## config.mk

```make
export PLATFORM = sky130hd
export DESIGN_NAME = pe_req_addr_dec_tracked_flat
export DESIGN_NICKNAME = d
export VERILOG_FILES = /design/src/rtl/pe_req_addr_dec_tracked_if.sv /design/src/rtl/pe_req_addr_dec_tracked.sv /design/src/flat_wrapper.sv
export SDC_FILE = /design/constraint.sdc
export NUM_CORES = 1
export LEC_CHECK = 0
export ABC_AREA = 1
export CORE_ASPECT_RATIO = 1.5
export CORE_MARGIN = 2
export CORE_UTILIZATION = 43
export CTS_BUF_LIST = sky130_fd_sc_hd__clkbuf_4 sky130_fd_sc_hd__clkbuf_8 sky130_fd_sc_hd__clkbuf_16
export DETAILED_ROUTE_END_ITERATION = 8
export DONT_BUFFER_PORTS = 1
export HOLD_SLACK_MARGIN = 0.08
export SKIP_LAST_GASP = 1
export SLEW_MARGIN = 20
export SYNTH_ARGS = -nofsm -noshare
export SYNTH_HDL_FRONTEND = slang
export SYNTH_SLANG_ARGS = --single-unit
```

## constraint.sdc

```tcl
create_clock -name clk -period 3.9 [get_ports clk]
set_clock_uncertainty 0.1 [all_clocks]
set_input_delay 0.78 -clock clk [delete_from_list [all_inputs] [get_ports clk]]
set_output_delay 0.78 -clock clk [all_outputs]
set_load 0.05 [all_outputs]
```

## src/rtl/pe_req_addr_dec_tracked_if.sv

```systemverilog
// Bus bundle between one PE port and the per-slave arbitration trees.
// Signal names keep the decoder's own point of view: *_i enter the
// decoder, *_o leave it.
//   data_req_i / data_add_i       : PE request and address
//   data_gnt_o                    : grant back to the PE
//   data_r_valid_o/data_r_error_o : response (and decode-error flag) to the PE
//   data_req_o / data_ID_o        : one-hot request and constant ID to targets
//   data_gnt_i / data_r_valid_i   : per-target grants and responses
// Modport slave is the decoder view; modport master is the surrounding
// environment (PE plus targets) that drives the decoder inputs.
interface pe_req_addr_dec_tracked_if #(
  parameter int unsigned N_SLAVE    = 16,
  parameter int unsigned ADDR_WIDTH = 32,
  parameter int unsigned ID_WIDTH   = 17
);
  logic                  data_req_i;
  logic [ADDR_WIDTH-1:0] data_add_i;
  logic                  data_gnt_o;
  logic                  data_r_valid_o;
  logic                  data_r_error_o;
  logic [N_SLAVE-1:0]    data_req_o;
  logic [ID_WIDTH-1:0]   data_ID_o;
  logic [N_SLAVE-1:0]    data_gnt_i;
  logic [N_SLAVE-1:0]    data_r_valid_i;

  modport slave (
    input  data_req_i, data_add_i, data_gnt_i, data_r_valid_i,
    output data_gnt_o, data_r_valid_o, data_r_error_o, data_req_o, data_ID_o
  );

  modport master (
    output data_req_i, data_add_i, data_gnt_i, data_r_valid_i,
    input  data_gnt_o, data_r_valid_o, data_r_error_o, data_req_o, data_ID_o
  );
endinterface

```

## src/rtl/pe_req_addr_dec_tracked.sv

```systemverilog
// PE request address decoder with outstanding-transaction tracking.
// Decodes the PE address into a one-hot request towards N_SLAVE targets
// (cluster region or optional alias region; everything else goes to target
// N_SLAVE-1), back-routes the selected grant, keeps responses in order by
// only letting the PE switch target once nothing is outstanding, and answers
// unmapped in-region indices with an internal one-cycle error response.
// Ports:
//   clk        : clock
//   rst        : synchronous active-high reset
//   CLUSTER_ID : cluster index (static after reset), selects the home region
//   bus        : slave modport of pe_req_addr_dec_tracked_if (PE + target side)
module pe_req_addr_dec_tracked #(
  parameter int unsigned ID_WIDTH        = 17,
  parameter int unsigned ID              = 1,
  parameter int unsigned N_SLAVE         = 16,
  parameter int unsigned LOG_CLUSTER     = 5,
  parameter int unsigned ADDR_WIDTH      = 32,
  parameter int unsigned REGION_MSB      = 31,
  parameter int unsigned REGION_LSB      = 20,
  parameter int unsigned ROUTING_MSB     = 19,
  parameter int unsigned ROUTING_LSB     = 16,
  parameter int unsigned PE_BASE         = 32'h102,
  parameter int unsigned CLUSTER_STRIDE  = 4,
  parameter int unsigned ALIAS_EN        = 1,
  parameter int unsigned ALIAS_BASE      = 32'h002,
  parameter int unsigned MAX_OUTSTANDING = 4
) (
  input  logic                   clk,
  input  logic                   rst,
  input  logic [LOG_CLUSTER-1:0] CLUSTER_ID,
  pe_req_addr_dec_tracked_if.slave bus
);

  localparam int unsigned RGN_W = REGION_MSB - REGION_LSB + 1;
  localparam int unsigned RT_W  = ROUTING_MSB - ROUTING_LSB + 1;
  // One extra code beyond the real targets encodes the internal error responder.
  localparam int unsigned TGT_W = $clog2(N_SLAVE + 1);
  localparam int unsigned CNT_W = $clog2(MAX_OUTSTANDING + 1);

  localparam logic [TGT_W-1:0] TGT_ERR = TGT_W'(N_SLAVE);
  localparam logic [TGT_W-1:0] TGT_DEF = TGT_W'(N_SLAVE - 1);
  localparam logic [CNT_W-1:0] CNT_MAX = CNT_W'(MAX_OUTSTANDING);
  localparam logic [CNT_W-1:0] CNT_ZERO = {CNT_W{1'b0}};
  localparam logic [CNT_W-1:0] CNT_ONE  = CNT_W'(1);

  logic [CNT_W-1:0]   cnt_q, cnt_d;
  logic [TGT_W-1:0]   cur_tgt_q, cur_tgt_d;
  logic               err_pend_q, err_pend_d;

  logic [RGN_W-1:0]   field_s;
  logic [RGN_W-1:0]   home_s;
  logic [RT_W-1:0]    idx_raw_s;
  logic               in_region_s;
  logic               idx_oob_s;
  logic [TGT_W-1:0]   tgt_s;
  logic               tgt_err_s;
  logic               cur_err_s;
  logic               allowed_s;
  logic               sel_gnt_s;
  logic               sel_rvalid_s;
  logic [N_SLAVE-1:0] req_s;
  logic               gnt_s;
  logic               grant_fire_s;
  logic               rsp_s;

  // Region compare and routing index extraction.
  always_comb begin
    field_s   = bus.data_add_i[REGION_MSB:REGION_LSB];
    idx_raw_s = bus.data_add_i[ROUTING_MSB:ROUTING_LSB];
    // Home region wraps at region-field width.
    home_s    = RGN_W'(PE_BASE) + RGN_W'(CLUSTER_ID) * RGN_W'(CLUSTER_STRIDE);
    in_region_s = (field_s == home_s) ||
                  ((ALIAS_EN != 32'd0) && (field_s == RGN_W'(ALIAS_BASE)));
    idx_oob_s = (32'(idx_raw_s) >= N_SLAVE);
    if (!in_region_s) begin
      tgt_s = TGT_DEF;
    end else if (idx_oob_s) begin
      tgt_s = TGT_ERR;
    end else begin
      tgt_s = TGT_W'(idx_raw_s);
    end
    tgt_err_s = (tgt_s == TGT_ERR);
    cur_err_s = (cur_tgt_q == TGT_ERR);
    // A new target waits for the pipe to drain so responses stay in order.
    // Nothing is handed to the PE while reset is asserted.
    allowed_s = !rst && ((cnt_q == CNT_ZERO) ||
                         ((cnt_q < CNT_MAX) && (tgt_s == cur_tgt_q)));
  end

  // Request fan-out and grant/response selection for real targets.
  always_comb begin
    req_s        = {N_SLAVE{1'b0}};
    sel_gnt_s    = 1'b0;
    sel_rvalid_s = 1'b0;
    for (int i = 0; i < N_SLAVE; i++) begin
      if (tgt_s == TGT_W'(i)) begin
        req_s[i]  = bus.data_req_i & allowed_s;
        sel_gnt_s = bus.data_gnt_i[i];
      end else begin
        req_s[i]  = 1'b0;
      end
      if (cur_tgt_q == TGT_W'(i)) begin
        sel_rvalid_s = bus.data_r_valid_i[i];
      end else begin
        sel_rvalid_s = sel_rvalid_s;
      end
    end
  end

  // Grant back-routing, response selection and next-state computation.
  always_comb begin
    if (tgt_err_s) begin
      // Error responder accepts one transaction at a time.
      gnt_s = bus.data_req_i & allowed_s & !err_pend_q;
    end else begin
      gnt_s = sel_gnt_s & allowed_s;
    end
    grant_fire_s = bus.data_req_i & gnt_s;
    rsp_s = !rst && (cnt_q != CNT_ZERO) && (cur_err_s ? err_pend_q : sel_rvalid_s);

    case ({grant_fire_s, rsp_s})
      2'b10:   cnt_d = cnt_q + CNT_ONE;
      2'b01:   cnt_d = cnt_q - CNT_ONE;
      default: cnt_d = cnt_q;
    endcase

    if (grant_fire_s) begin
      cur_tgt_d = tgt_s;
    end else begin
      cur_tgt_d = cur_tgt_q;
    end

    if (grant_fire_s && tgt_err_s) begin
      err_pend_d = 1'b1;
    end else if (rsp_s && cur_err_s) begin
      err_pend_d = 1'b0;
    end else begin
      err_pend_d = err_pend_q;
    end
  end

  // Tracking state: outstanding count, current target, pending error response.
  always_ff @(posedge clk) begin
    if (rst) begin
      cnt_q      <= CNT_ZERO;
      cur_tgt_q  <= {TGT_W{1'b0}};
      err_pend_q <= 1'b0;
    end else begin
      cnt_q      <= cnt_d;
      cur_tgt_q  <= cur_tgt_d;
      err_pend_q <= err_pend_d;
    end
  end

  assign bus.data_req_o     = req_s;
  assign bus.data_gnt_o     = gnt_s;
  assign bus.data_r_valid_o = rsp_s;
  assign bus.data_r_error_o = rsp_s & cur_err_s;
  assign bus.data_ID_o      = ID_WIDTH'(ID);

endmodule

```

## src/flat_wrapper.sv

```systemverilog
// flat-port wrapper written by rule: the top's interface ports become plain ports
module pe_req_addr_dec_tracked_flat 
#(
  parameter int unsigned ID_WIDTH        = 17,
  parameter int unsigned ID              = 1,
  parameter int unsigned N_SLAVE         = 16,
  parameter int unsigned LOG_CLUSTER     = 5,
  parameter int unsigned ADDR_WIDTH      = 32,
  parameter int unsigned REGION_MSB      = 31,
  parameter int unsigned REGION_LSB      = 20,
  parameter int unsigned ROUTING_MSB     = 19,
  parameter int unsigned ROUTING_LSB     = 16,
  parameter int unsigned PE_BASE         = 32'h102,
  parameter int unsigned CLUSTER_STRIDE  = 4,
  parameter int unsigned ALIAS_EN        = 1,
  parameter int unsigned ALIAS_BASE      = 32'h002,
  parameter int unsigned MAX_OUTSTANDING = 4
)
  (clk, rst, CLUSTER_ID, bus_data_req_i, bus_data_add_i, bus_data_gnt_i, bus_data_r_valid_i, bus_data_gnt_o, bus_data_r_valid_o, bus_data_r_error_o, bus_data_req_o, bus_data_ID_o);
  pe_req_addr_dec_tracked_if #(.N_SLAVE(N_SLAVE), .ADDR_WIDTH(ADDR_WIDTH), .ID_WIDTH(ID_WIDTH)) bus_i ();
  input  logic clk;
  input  logic rst;
  input  logic [LOG_CLUSTER-1:0] CLUSTER_ID;
  input wire logic [$bits(bus_i.data_req_i)-1:0] bus_data_req_i;
  input wire logic [$bits(bus_i.data_add_i)-1:0] bus_data_add_i;
  input wire logic [$bits(bus_i.data_gnt_i)-1:0] bus_data_gnt_i;
  input wire logic [$bits(bus_i.data_r_valid_i)-1:0] bus_data_r_valid_i;
  output wire logic [$bits(bus_i.data_gnt_o)-1:0] bus_data_gnt_o;
  output wire logic [$bits(bus_i.data_r_valid_o)-1:0] bus_data_r_valid_o;
  output wire logic [$bits(bus_i.data_r_error_o)-1:0] bus_data_r_error_o;
  output wire logic [$bits(bus_i.data_req_o)-1:0] bus_data_req_o;
  output wire logic [$bits(bus_i.data_ID_o)-1:0] bus_data_ID_o;
  assign bus_i.data_req_i = bus_data_req_i;
  assign bus_i.data_add_i = bus_data_add_i;
  assign bus_i.data_gnt_i = bus_data_gnt_i;
  assign bus_i.data_r_valid_i = bus_data_r_valid_i;
  assign bus_data_gnt_o = bus_i.data_gnt_o;
  assign bus_data_r_valid_o = bus_i.data_r_valid_o;
  assign bus_data_r_error_o = bus_i.data_r_error_o;
  assign bus_data_req_o = bus_i.data_req_o;
  assign bus_data_ID_o = bus_i.data_ID_o;
  pe_req_addr_dec_tracked #(.ID_WIDTH(ID_WIDTH), .ID(ID), .N_SLAVE(N_SLAVE), .LOG_CLUSTER(LOG_CLUSTER), .ADDR_WIDTH(ADDR_WIDTH), .REGION_MSB(REGION_MSB), .REGION_LSB(REGION_LSB), .ROUTING_MSB(ROUTING_MSB), .ROUTING_LSB(ROUTING_LSB), .PE_BASE(PE_BASE), .CLUSTER_STRIDE(CLUSTER_STRIDE), .ALIAS_EN(ALIAS_EN), .ALIAS_BASE(ALIAS_BASE), .MAX_OUTSTANDING(MAX_OUTSTANDING)) u_core (.clk(clk), .rst(rst), .CLUSTER_ID(CLUSTER_ID), .bus(bus_i));
endmodule
```

== Yosys cells after proc, flatten, opt, wreduce, memory -nomap -nowiden ==
Cells that the tools add are included.

* Bits in registers: 9
* Output and inout bits: 36
* Input bits: 72
* Logic and storage cells: 119

* Add/sub/neg operators: 3
* Multiplexer cells: 54
* $lt $le $gt $ge: 1
* Eq/ne operators: 37
* Bitwise gates (word level): 5
* Reductions and logical operators: 16

{| class="wikitable"
|+ Operator list
! kind !! number
|-
| == test 5 x 4 -> 1 bit (second input constant) || 16
|-
| two-way mux 1 bit || 52
|-
| == test 5 x 3 -> 1 bit (second input constant) || 8
|-
| == test 5 x 2 -> 1 bit (second input constant) || 4
|-
| == test 12 bit || 1
|-
| == test 12 x 2 -> 1 bit (second input constant) || 1
|-
| adder 9 x 7 -> 10 bit (first input constant) || 1
|-
| == test 5 x 1 -> 1 bit (second input constant) || 2
|-
| == test 5 bit (second input constant) || 2
|-
| zero test 5 bit || 2
|-
| logical AND 1 bit || 6
|-
| case mux 3 bit (2 select lines) || 1
|-
| bitwise AND 1 bit || 5
|-
| == test 5 bit || 1
|-
| two-way mux 4 bit || 1
|-
| nonzero test 2 bit || 2
|-
| adder 3 x 1 -> 3 bit (second input constant) || 1
|-
| zero test 3 bit || 1
|-
| less-than comparator 3 bit (second input constant) || 1
|-
| nonzero test 3 bit || 1
|-
| subtractor 3 x 1 -> 3 bit (second input constant) || 1
|-
| == test 2 x 1 -> 1 bit (second input constant) || 1
|-
| == test 2 bit (second input constant) || 1
|-
| zero test 1 bit || 2
|-
| logical OR 1 bit || 2
|}

== Longest topological paths before layout ==
* Word-level depth: 26
* Depth in mapped cells: 26

== Worst setup path after synthesis ==
No wires, ideal clock.

* Path kind: input port to output port
* Start point: input port bus_data_add_i[27]
* End point: output port bus_data_req_o[14]
* Stages: 13
* Slack: -0.583 ns
* Data required time: 3.020 ns
* Data arrival time: 3.603 ns
* Cell sequence: nor2_1 > nand2_1 > nor2_2 > nand3_2 > nand2_4 > nand2_1 > nor2_2 > o22ai_1 > a21oi_1 > o2111ai_1 > a21oi_2 > nand2_1 > nor4_1

* Longest elaborated chain between the ends: 9

{| class="wikitable"
|+ RTL lines
! what !! line !! text
|-
| start, declared || flat_wrapper.sv:25 || <nowiki>input wire logic [$bits(bus_i.data_add_i)-1:0] bus_data_add_i;</nowiki>
|-
| == test 12 bit / == test 12 x 2 -> 1 bit (equally long branches) || pe_req_addr_dec_tracked.sv:72, pe_req_addr_dec_tracked.sv:73 ||
|-
| logical OR 1 bit * || pe_req_addr_dec_tracked.sv:72 || <nowiki>in_region_s = (field_s == home_s) ||</nowiki>
|-
| two-way mux 4 bit * || pe_req_addr_dec_tracked.sv:75 || <nowiki>if (!in_region_s) begin</nowiki>
|-
| == test 5 bit || pe_req_addr_dec_tracked.sv:87 || <nowiki>((cnt_q < CNT_MAX) && (tgt_s == cur_tgt_q)));</nowiki>
|-
| logical AND 1 bit || pe_req_addr_dec_tracked.sv:87 ||
|-
| logical OR 1 bit || pe_req_addr_dec_tracked.sv:86 || <nowiki>allowed_s = !rst && ((cnt_q == CNT_ZERO) ||</nowiki>
|-
| logical AND 1 bit || pe_req_addr_dec_tracked.sv:86 ||
|-
| bitwise AND 1 bit || pe_req_addr_dec_tracked.sv:97 || <nowiki>req_s[i] = bus.data_req_i & allowed_s;</nowiki>
|-
| two-way mux 1 bit * || pe_req_addr_dec_tracked.sv:96 || <nowiki>if (tgt_s == TGT_W'(i)) begin</nowiki>
|-
| end, declared || flat_wrapper.sv:31 || <nowiki>output wire logic [$bits(bus_i.data_req_o)-1:0] bus_data_req_o;</nowiki>
|}

Every way passes the cells marked *; elsewhere a longest branch is shown, timed or not.

== Final worst setup path ==
* Start point: input port bus_data_add_i[31]
* End point: output port bus_data_req_o[3]

The elaborated chain is that of the path after synthesis.

==> results.md <==
* Status: complete, no violations
* Final setup vio count at 0
* Area growth syn-to-layout at 29.4%
* Endpoints failing hold at 0
* Top-area cell type share of the netlist area at between 10% and 20%
* Final worst path period need at approximately 3.7 ns
* Worst reg2reg endpoint: u_core.cnt_q[2]$_SDFFE_PP0P_
* Fin crit share at 94.0%
* Setup WS pre-CTS at about 0.15 ns
* FILL cells at between 300 and 400
* Vert. Die Dim at around 71 µm
* Gp weighted congestion at about 0.86
* Vias per cell at 4.84
* HPWL after detailed placement at around 2800 µm
* Crit path kind: in2out
* Worst setup EP type: primary output
* Cells after Synth at 230
* Sink Count at 7
* Largest net degree at the start of global routing at 17
* Num CTS Buffers at 3
* Global-route wire length before repair at roughly 5500 µm
* Fin cells at 300
* Commonest non-fill, non-tap cell in the layout: nand2_1
* Share of cells above drive strength 1 at 25.3%
* Port Buffers at 0
* Residual DRC at 0
* Achievable clock frequency at 273 MHz
* Seq/Total Area, Yosys at a little over a tenth
* Maxcap violations at 0
* DR iter-0 viols at 24
* Nets at approximately 340
* Max Root-Sink Buffers at 2
* Area of the multi-input gates at 990 µm²
* Min-delay worst type: reg2reg
* R2r worst-path depth at 16
* Row cnt at 24
* Initial antenna violation count at 0
* Reg area at between 100 and 150 µm²
* Largest area contributor in the synthesized netlist: nand2_1
* Mean Syn Cell Area at 5.57 µm²
* Reg2reg setup slack at around 1.0 ns
* H-Tree Depth at 1
* Routed Antenna Nets at 0
* Max-slew violation count at 0
* Gr ovfl total at 0
* Worst skew pair latency at between 0.2 and 0.25 ns
* Ranking of synthesized cells by area: nand2_1, dfxtp_1, buf_4
* Ant. Diodes at 0
* Wire length per cell at 11.1 µm
* EDFF count, synth at 0
* Reg-to-reg startpoint: u_core.cur_tgt_q[0]$_SDFFE_PP0P_
* Startpoint Class: primary input
* Root buffer cell: clkbuf_8
* Mapped Area at 0.00128 mm²
* Setup ws final at ~0.23 ns
* CTS tree: yes
* Cell variety after synth at 32
* Initial core utilization at between 40% and 50%
* Drt total wl at around 3300 µm
* Placed Cells incl. Taps at approximately 300
* Die X at between 40 and 50 µm
* Area of the die at between 0.003 and 0.004 mm²
* Clock transition at path regs at 0.04 ns
* Most frequent cells in the layout: nand2_1, inv_1, nor2_1, buf_4, nand3_1
* Hold slack at between 0.3 and 0.4 ns
* Crit path from: bus_data_add_i[31]
* CP arrival at 2.79 ns
* P_leak at 0.788 nW
* DRT Pass-1 Iters at 4
* WP data required at about 3.0 ns
* Core ar. at 0.00288 mm²
* CP max FO at 16
* Pwr/cell area at approximately 190 mW/mm²
* Total GRT Usage at between 10% and 20%
* CP endpoint: bus_data_req_o[3]
* Synth warn at 0
* Number of synthesized register bits at 7
* Fin util at roughly 57%
* Vias in the first global route at 1,315
* I/O pin total at about 110
* Maximum vdd drop at roughly 220 µV
* Vias at between 1,000 and 1,500
* Final TNS setup at 0 ns
* Synth Flop Type: dfxtp_1
* Async SR Flop Fraction at 0%
* RSZ-0062 raised after global routing: true
## power breakdown
group          switching, mW  internal (mW)  total [mW]  leakage [nW]
combinational         0.0913         0.0289       0.120         0.705
sequential           0.00607         0.0768      0.0829        0.0570
clock                 0.0344         0.0779       0.112        0.0262
## worst max-delay path, cell delays in order
cell and delay (ns):
nor4_4 0.39, nand3_2 0.22, clkinv_1 0.13, o21ai_0 0.08
nor2_1 0.11, o2111ai_1 0.14, a21oi_2 0.22, nand2_1 0.07
buf_4 0.21, nor3_1 0.19, buf_4 0.24
## flip-flops by register name, indices dropped and copies added, names as in the netlist
signal	flops
u_core.cur_tgt_q	4
u_core.cnt_q	3
## worst min path at each step
stage	startpoint	depth (start not counted)	slack, ns	end
6_report	u_core.cnt_q[1]$_SDFFE_PP0P_	2	0.39	u_core.cnt_q[1]$_SDFFE_PP0P_
5_1_grt	u_core.cnt_q[1]$_SDFFE_PP0P_	2	0.43	u_core.cnt_q[1]$_SDFFE_PP0P_
4_1_cts	u_core.cnt_q[1]$_SDFFE_PP0P_	2	0.39	u_core.cnt_q[1]$_SDFFE_PP0P_
3_5_place_dp	u_core.cnt_q[1]$_SDFFE_PP0P_	2	0.38	u_core.cnt_q[1]$_SDFFE_PP0P_
3_3_place_gp	u_core.cnt_q[1]$_SDFFE_PP0P_	2	0.37	u_core.cnt_q[1]$_SDFFE_PP0P_
2_1_floorplan	u_core.cnt_q[1]$_SDFFE_PP0P_	2	0.36	u_core.cnt_q[1]$_SDFFE_PP0P_
## Yosys cell counts (2+ instances only)
master	instances
nand3_1	19
nor2_1	28
conb_1	2
nor3_1	9
inv_1	34
o21ai_0	6
buf_4	18
nand4_1	5
inv_2	4
or2_2	2
nor4_1	3
nor2_2	8
nand2_1	54
a21oi_1	7
dfxtp_1	7
o211ai_1	2
nand3_2	5
o22ai_1	2
clkbuf_1	2
## area by class of cell
class	instances	area share, %
multi-input combinational	180	59.7
sequential	7	8.46
inverter	39	8.84
tap	39	2.95
clock buffer	4	2.95
timing repair buffer	31	17.1
## stage by stage
| step | area [µm²] | power, mW |
|---|---|---|
| global placement | 1570 | 0.202 |
| global route | 1660 | 0.337 |
| floorplan | 1400 | 0.199 |
| finish | 1660 | 0.315 |
| detailed placement | 1570 | 0.202 |
| CTS | 1620 | 0.316 |
## routing by layer
layer / vias to the layer above / routed length (µm) / global-route usage (%)
li1: 759 / - / -
met1: 645 / 1200 / 18.9
met2: 46 / 1900 / 40.3
met3: 3 / 194 / 4.43
met4: 0 / 35 / 5.71
met5: - / 0 / 0
## what timing repair did
action	CTS	global route
hold buffers	0	0
endpoints found under the setup margin	0	18
resized for setup	0	3
setup buffers	0	3
## cells by family after synthesis
| group | after synthesis | synth area share [%] |
|---|---|---|
| compound gates | 21 | 9.78 |
| xor+xnor | 1 | 0.684 |
| fa+ha+maj | 2 | 2.54 |
| buf+inv | 59 | 22.6 |
| flops | 7 | 10.9 |
| other cells | 2 | 0.587 |
| simple gates | 138 | 52.9 |
No activity file was read; power rests on OpenSTA's default activity.
